[config.mk]
export PLATFORM = sky130hd
export DESIGN_NAME = retrigger_shaper
export DESIGN_NICKNAME = d
export VERILOG_FILES = /design/src/rtl/retrigger_pkg.sv /design/src/rtl/retrigger_chan.sv /design/src/rtl/retrigger_shaper.sv
export SDC_FILE = /design/constraint.sdc
export NUM_CORES = 1
export LEC_CHECK = 0
export CAP_MARGIN = 5
export CORE_MARGIN = 4
export CORE_UTILIZATION = 66
export DETAILED_ROUTE_END_ITERATION = 6
export GPL_TIMING_DRIVEN = 1
export MAX_ROUTING_LAYER = met4
export PLACE_DENSITY = 0.87
export SYNTH_ARGS = -nofsm -noshare
export SYNTH_HDL_FRONTEND = slang
export SYNTH_HIERARCHICAL = 1
export SYNTH_SLANG_ARGS = --single-unit
export TNS_END_PERCENT = 30
[constraint.sdc]
create_clock -name clk -period 3.1 [get_ports clk]
set_input_delay 0.93 -clock clk [delete_from_list [all_inputs] [get_ports clk]]
set_output_delay 0.93 -clock clk [all_outputs]
set_load 0.01 [all_outputs]
[src/rtl/retrigger_pkg.sv]
// Purpose: shared FSM encoding, synchroniser depth and default widths for the retrigger shaper.
// Latency: n/a (types and constants only).
// Backpressure: n/a.
//
// Imported by retrigger_chan and retrigger_shaper. The dead-time feature is
// selected at build time with the RETRIGGER_DEADTIME_EN macro.
package retrigger_pkg;

  // Per-channel FSM state. DEAD is only reachable when RETRIGGER_DEADTIME_EN
  // is defined; the encoding is kept identical in both builds.
  typedef enum logic [1:0] {
    IDLE   = 2'b00,
    ACTIVE = 2'b01,
    DEAD   = 2'b10
  } rt_state_t;

  // Metastability stages ahead of the edge-detect register.
  localparam int SYNC_STAGES = 2;

  // Default parameter values for the shaper and its channels.
  localparam int DEF_WIDTH  = 48;
  localparam int DEF_LEN_W  = 4;
  localparam int DEF_DEAD_W = 4;

endpackage

[src/rtl/retrigger_chan.sv]
// Purpose: one trigger channel - synchroniser, rising-edge detect, pulse stretcher FSM, optional dead-time.
// Latency: input edge to Q falling is 3 clk (+/-1 from asynchronous sampling); Q and busy are registered.
// Backpressure: none; hits arriving during DEAD, or during ACTIVE without retrigger, are dropped.
//
// Build option: RETRIGGER_DEADTIME_EN enables the DEAD state and dead counter;
// without it ACTIVE always returns to IDLE and i_dead_len is ignored.
//
// Ports:
//   clk, rst_n        clock, asynchronous active-low reset
//   i_pulse           raw asynchronous detector line (rising edge = hit)
//   i_act             channel enable; 0 forces IDLE with Q high
//   i_stretch_len     low-pulse length in cycles (0 behaves as 1), sampled on load
//   i_dead_len        dead-time after a pulse in cycles (0 = none), sampled on entry to DEAD
//   i_retrig_mode     1 = hit during the pulse reloads the length, sampled on load
//   o_q               shaped trigger, active low, idle high
//   o_busy            high while ACTIVE or DEAD
module retrigger_chan
  import retrigger_pkg::*;
#(
  parameter int LEN_W  = DEF_LEN_W,
  parameter int DEAD_W = DEF_DEAD_W
) (
  input  logic              clk,
  input  logic              rst_n,
  input  logic              i_pulse,
  input  logic              i_act,
  input  logic [LEN_W-1:0]  i_stretch_len,
  input  logic [DEAD_W-1:0] i_dead_len,
  input  logic              i_retrig_mode,
  output logic              o_q,
  output logic              o_busy
);

  localparam logic [LEN_W-1:0]  LEN_ONE  = {{(LEN_W-1){1'b0}}, 1'b1};

  // r_sync[0..SYNC_STAGES-1] are the synchroniser, r_sync[SYNC_STAGES] is the
  // edge-detect register.
  logic [SYNC_STAGES:0]   r_sync;
  // Fills with ones after reset; once the top bit is set, the last
  // synchroniser stage holds a real sample of the line rather than its
  // reset value.
  logic [SYNC_STAGES-1:0] r_fill;
  // Set once the line has been seen low after reset. A line held high across
  // reset release therefore never produces a hit, even though the
  // synchroniser resets to 0.
  logic                   r_armed;

  logic                   w_s2;
  logic                   w_s3;
  logic                   w_fill_done;
  logic                   w_hit;
  logic [LEN_W-1:0]       w_len_load;

  rt_state_t              r_state;
  logic [LEN_W-1:0]       r_len_cnt;
  logic                   r_retrig;
  logic                   r_q;
  logic                   r_busy;

`ifdef RETRIGGER_DEADTIME_EN
  localparam logic [DEAD_W-1:0] DEAD_ONE = {{(DEAD_W-1){1'b0}}, 1'b1};
  logic [DEAD_W-1:0]      r_dead_cnt;
`else
  // Dead-time length has no consumer in this build.
  logic                   w_unused_dead;
  assign w_unused_dead = ^i_dead_len;
`endif

  assign w_s2        = r_sync[SYNC_STAGES-1];
  assign w_s3        = r_sync[SYNC_STAGES];
  assign w_fill_done = r_fill[SYNC_STAGES-1];
  assign w_hit       = r_armed & w_s2 & ~w_s3;

  // Counter load value: max(stretch_len,1)-1, so the pulse lasts
  // max(stretch_len,1) cycles including the load cycle.
  assign w_len_load  = (i_stretch_len == '0) ? '0 : (i_stretch_len - LEN_ONE);

  // Synchroniser, edge-detect and arming.
  always_ff @(posedge clk or negedge rst_n) begin
    if (!rst_n) begin
      r_sync  <= '0;
      r_fill  <= '0;
      r_armed <= 1'b0;
    end else begin
      r_sync <= {r_sync[SYNC_STAGES-1:0], i_pulse};
      r_fill <= {r_fill[SYNC_STAGES-2:0], 1'b1};
      if (w_fill_done && !w_s2) begin
        r_armed <= 1'b1;
      end
    end
  end

  // Channel FSM with registered Q and busy.
  always_ff @(posedge clk or negedge rst_n) begin
    if (!rst_n) begin
      r_state    <= IDLE;
      r_len_cnt  <= '0;
      r_retrig   <= 1'b0;
      r_q        <= 1'b1;
      r_busy     <= 1'b0;
`ifdef RETRIGGER_DEADTIME_EN
      r_dead_cnt <= '0;
`endif
    end else if (!i_act) begin
      // Disabling the channel aborts whatever it is doing.
      r_state    <= IDLE;
      r_len_cnt  <= '0;
      r_retrig   <= 1'b0;
      r_q        <= 1'b1;
      r_busy     <= 1'b0;
`ifdef RETRIGGER_DEADTIME_EN
      r_dead_cnt <= '0;
`endif
    end else begin
      case (r_state)
        IDLE: begin
          if (w_hit) begin
            r_state   <= ACTIVE;
            r_len_cnt <= w_len_load;
            r_retrig  <= i_retrig_mode;
            r_q       <= 1'b0;
            r_busy    <= 1'b1;
          end
        end

        ACTIVE: begin
          // Reload takes priority over expiry so Q never blips high when a
          // retriggering hit lands on the last cycle.
          if (w_hit && r_retrig) begin
            r_len_cnt <= w_len_load;
            r_retrig  <= i_retrig_mode;
          end else if (r_len_cnt == '0) begin
            r_q <= 1'b1;
`ifdef RETRIGGER_DEADTIME_EN
            if (i_dead_len != '0) begin
              r_state    <= DEAD;
              r_dead_cnt <= i_dead_len - DEAD_ONE;
            end else begin
              r_state <= IDLE;
              r_busy  <= 1'b0;
            end
`else
            r_state <= IDLE;
            r_busy  <= 1'b0;
`endif
          end else begin
            r_len_cnt <= r_len_cnt - LEN_ONE;
          end
        end

`ifdef RETRIGGER_DEADTIME_EN
        DEAD: begin
          // Hits are neither acted on nor remembered here.
          if (r_dead_cnt == '0) begin
            r_state <= IDLE;
            r_busy  <= 1'b0;
          end else begin
            r_dead_cnt <= r_dead_cnt - DEAD_ONE;
          end
        end
`endif

        default: begin
          r_state <= IDLE;
          r_q     <= 1'b1;
          r_busy  <= 1'b0;
        end
      endcase
    end
  end

  assign o_q    = r_q;
  assign o_busy = r_busy;

endmodule

[src/rtl/retrigger_shaper.sv]
// Purpose: WIDTH-channel trigger shaper; each asynchronous detector line becomes an active-low pulse.
// Latency: 3 clk from input rising edge to Q falling (+/-1 from asynchronous sampling).
// Backpressure: none; each channel drops hits it cannot accept (DEAD, or ACTIVE without retrigger).
//
// Build option: RETRIGGER_DEADTIME_EN enables per-channel dead-time after
// each pulse; otherwise i_dead_len is accepted but ignored.
//
// Ports:
//   clk, rst_n        clock, asynchronous active-low reset
//   i_pulse[WIDTH]    raw detector lines
//   i_act[WIDTH]      per-channel enable
//   i_stretch_len     shared pulse length (0 behaves as 1)
//   i_dead_len        shared dead-time length (0 = none)
//   i_retrig_mode     shared retrigger enable
//   o_q[WIDTH]        shaped triggers, active low, idle high
//   o_busy[WIDTH]     channel is ACTIVE or DEAD
module retrigger_shaper
  import retrigger_pkg::*;
#(
  parameter int WIDTH  = DEF_WIDTH,
  parameter int LEN_W  = DEF_LEN_W,
  parameter int DEAD_W = DEF_DEAD_W
) (
  input  logic              clk,
  input  logic              rst_n,
  input  logic [WIDTH-1:0]  i_pulse,
  input  logic [WIDTH-1:0]  i_act,
  input  logic [LEN_W-1:0]  i_stretch_len,
  input  logic [DEAD_W-1:0] i_dead_len,
  input  logic              i_retrig_mode,
  output logic [WIDTH-1:0]  o_q,
  output logic [WIDTH-1:0]  o_busy
);

  // Shared configuration fanned out to every channel. Each channel samples
  // these only when it loads a counter, so changes never disturb a pulse in
  // flight.
  logic [LEN_W-1:0]  w_stretch_len;
  logic [DEAD_W-1:0] w_dead_len;
  logic              w_retrig_mode;

  assign w_stretch_len = i_stretch_len;
  assign w_dead_len    = i_dead_len;
  assign w_retrig_mode = i_retrig_mode;

  for (genvar g = 0; g < WIDTH; g++) begin : g_chan
    retrigger_chan #(
      .LEN_W  (LEN_W),
      .DEAD_W (DEAD_W)
    ) u_chan (
      .clk           (clk),
      .rst_n         (rst_n),
      .i_pulse       (i_pulse[g]),
      .i_act         (i_act[g]),
      .i_stretch_len (w_stretch_len),
      .i_dead_len    (w_dead_len),
      .i_retrig_mode (w_retrig_mode),
      .o_q           (o_q[g]),
      .o_busy        (o_busy[g])
    );
  end

endmodule

==> flow_summary.ini <==
[critical_path]
critPathMaxFanout = 3
worst-path-buf-inv = 1
criticalPathCategory = register to output pin
worst_path_dominant_cell_family = buffers and inverters
worst_setup_path_start_kind = register
crit_path_max_incr_delay_ps = 640
critPathCaptureType = output pin
critPathRequiredTime_ps = 2170
worst_ep_arrival_time_ps = 1790
worstPathCellList = clkdlybuf4s50_1
timing.critical_path.slowest_stage_cell = sky130_fd_sc_hd__clkdlybuf4s50_1

[clock_network]
cts.root.buffer_cell = sky130_fd_sc_hd__clkbuf_16
clock_insertion_delay_worst_skew_ps = 600
clkSinkCount = 624
postCtsSetupBuffers = 0
postCtsHoldBufs = 0
htree_num_levels = 3
ctsLongestPathBuffers = 3
cts.repair.resized = 0
worst_setup_hold_path_clk_slew_ps = 60
tritoncts = built
cts_made_buffers = 66

[global_routing]
grt_max_degree = 88
grt_first_pass_wirelength_mm = 124.5
overflow = 0
antenna_violations_before_repair = 7
vias_in_the_first_global_route = 26007
grt.total_usage_pct = 28.17

[place]
pre_cts_ws_ps = 395.3
hpwlAfterDp_mm = 50.20
gp_congestion = 0.8630
total_of_buffers_placed_on_input_and_output_ports = 198

[sta]
slew_margin_rel_pct = 65.93
timing.final.max_slew_violations = 0
finalWorstPathRequiredPeriod_ps = 2722
grt_setup_unrepaired = no
finalSetupViolations = 0
tns_ps = 0
skew_ps = 14.66
worst_hold_slack_ps = 250.8
fmax_mhz = 367.3
worst_pin_slew_ps = 511.0
final_hold_viol_count = 0
final.setup.worst_slack_ps = 377.8
timing.final.crit_share_pct = 87.81

[drt]
wl_per_cell_um = 17.66
vias_after_detailed_routing = 25070
drt_pass1_iterations = 6
detail_route.iter0.violations = 1512
ant_nets = 0
drc = 0
drt-vias-per-instance = 5.969
wl_mm = 74.17

[die]
design.core.area_sq_um = 50270
std_cell_rows = 82
initial_utilization_pct = 66.78
dieHeight_um = 233.5
dieWidth_um = 233.5
ioPinCount = 203
total_die_area_sq_um = 54540

[finish]
final_nets = 3769
multi_input_area_sq_um = 16460
regArea_sq_um = 15680
synthToLayoutAreaGrowth_pct = 16.33
fraction_of_layout_cells_with_a_size_suffix_above_1_pct = 12.35
fillers = 2988

[logic_synthesis]
synth_top_cells_by_area = sky130_fd_sc_hd__dfrtp_1, sky130_fd_sc_hd__ha_1, sky130_fd_sc_hd__mux2i_1
synth.distinct_cells = 36
synthTopCellsByCount = sky130_fd_sc_hd__dfrtp_1, sky130_fd_sc_hd__inv_1, sky130_fd_sc_hd__o21ai_0
most_frequent_cell_after_synthesis = sky130_fd_sc_hd__dfrtp_1
synthFlopType = sky130_fd_sc_hd__dfrtp_1
synth_largest_type_area_fraction_pct = 42.93
yosysWarningCount = 6
synth-edff-count = 0
synth.largest_area_cell = sky130_fd_sc_hd__dfrtp_1
synth_seq_area_share_pct = 46.69
synthesized_net_count = 3466
syn_inst = 3167
synth.avg_cell_area_sq_um = 10.60
netlist_area_sq_um = 33570
synthArstFlopShare_pct = 100.0
synth.ff_latch_count = 624

[power_and_ir_drop]
pwr_total_w = 0.02166
p_leak_nw = 18.49
power_density_nw_per_um2 = 554.5
vdd_drop_max_uv = 536.4

[worst_hold_path]
hold_path.class = primary input to async pin

[run_status]
status = finished clean

[job]
cap_violations = 0
## path summary, 6_finish.rpt
path | from | end | slack, ps | depth (start not counted)
max in group asynchronous | rst_n | g_chan[25].u_chan/r_len_cnt[2] | 1910 | 3
min in group clk | g_chan[17].u_chan/r_sync[0] | g_chan[17].u_chan/r_sync[1] | 350 | 0
max reg2reg | g_chan[26].u_chan/r_len_cnt[0] | g_chan[26].u_chan/r_len_cnt[3] | 1520 | 6
min | rst_n | g_chan[5].u_chan/r_sync[1] | 250 | 1
max | g_chan[4].u_chan/o_q | o_q[4] | 380 | 1
min reg2reg | g_chan[17].u_chan/r_sync[0] | g_chan[17].u_chan/r_sync[1] | 350 | 0
## layout by cell type (no fill, tap or decap), types with 67 or more instances in the layout
cell type and instances:
sky130_fd_sc_hd__dfrtp_1 576, sky130_fd_sc_hd__inv_1 382, sky130_fd_sc_hd__o21ai_0 240, sky130_fd_sc_hd__nor2_1 237, sky130_fd_sc_hd__ha_1 192, sky130_fd_sc_hd__clkdlybuf4s50_1 192
sky130_fd_sc_hd__nand2_1 189, sky130_fd_sc_hd__mux2i_1 144, sky130_fd_sc_hd__nand2b_1 100, sky130_fd_sc_hd__a21oi_1 99, sky130_fd_sc_hd__a21o_1 95, sky130_fd_sc_hd__clkbuf_16 67
## power by group
group | total (W) | switching [W] | internal [W] | leakage (nW)
sequential | 0.00958 | 0.000668 | 0.00891 | 7.56
clock | 0.00778 | 0.00317 | 0.00461 | 1.05
combinational | 0.00430 | 0.00230 | 0.00200 | 9.88
## layer usage
| metal | vias to the layer above | track usage [%] | wire [um] |
|---|---|---|---|
| li1 | 11655 | - | - |
| met1 | 12557 | 33.05 | 29670 |
| met2 | 676 | 48.98 | 38480 |
| met3 | 182 | 4.927 | 3803 |
| met4 | 0 | 10.10 | 2218 |
| met5 | - | - | 0 |
## cells by family (layout without fill, tap and decap cells)
group,count (synthesis),after routing,synth area share [%]
adder cells (fa/ha/maj),192,192,7.155
multiplexers,193,193,5.937
AND/OR/NAND/NOR,960,960,18.11
AO/OA/AOI/OAI,721,721,16.08
buffers and inverters,382,736,4.271
other,48,55,0.5366
XOR/XNOR,47,47,1.226
flip-flops,624,624,46.69
## stage by stage
step | cells | cell area, sq um | util, %
after detailed placement | 4074 | 36900 | 73.39
after global placement | 4074 | 36900 | 73.39
after global routing | 4200 | 39060 | 77.69
after floorplan | 3167 | 33570 | -
after CTS | 4193 | 39040 | 77.65
final | 4200 | 39060 | 77.69
## registers in the layout, summed over array words and instances, names as in the netlist
signal,cells
g_chan.u_chan/r_len_cnt,192
g_chan.u_chan/r_fill,96
g_chan.u_chan/r_armed,48
g_chan.u_chan/r_state,48
g_chan.u_chan/o_q,48
g_chan.u_chan/r_sync,144
g_chan.u_chan/r_retrig,48
## area by class of cell
type	count	share of cell area, %
Inverter	382	3.671
Antenna cell	7	0.04485
Tap cell	672	2.153
Clock buffer	100	4.995
Multi-Input combinational cell	2161	42.16
Sequential cell	624	40.14
Timing Repair Buffer	235	6.356
Clock inverter	19	0.4870
No activity file was read; power rests on OpenSTA's default activity.
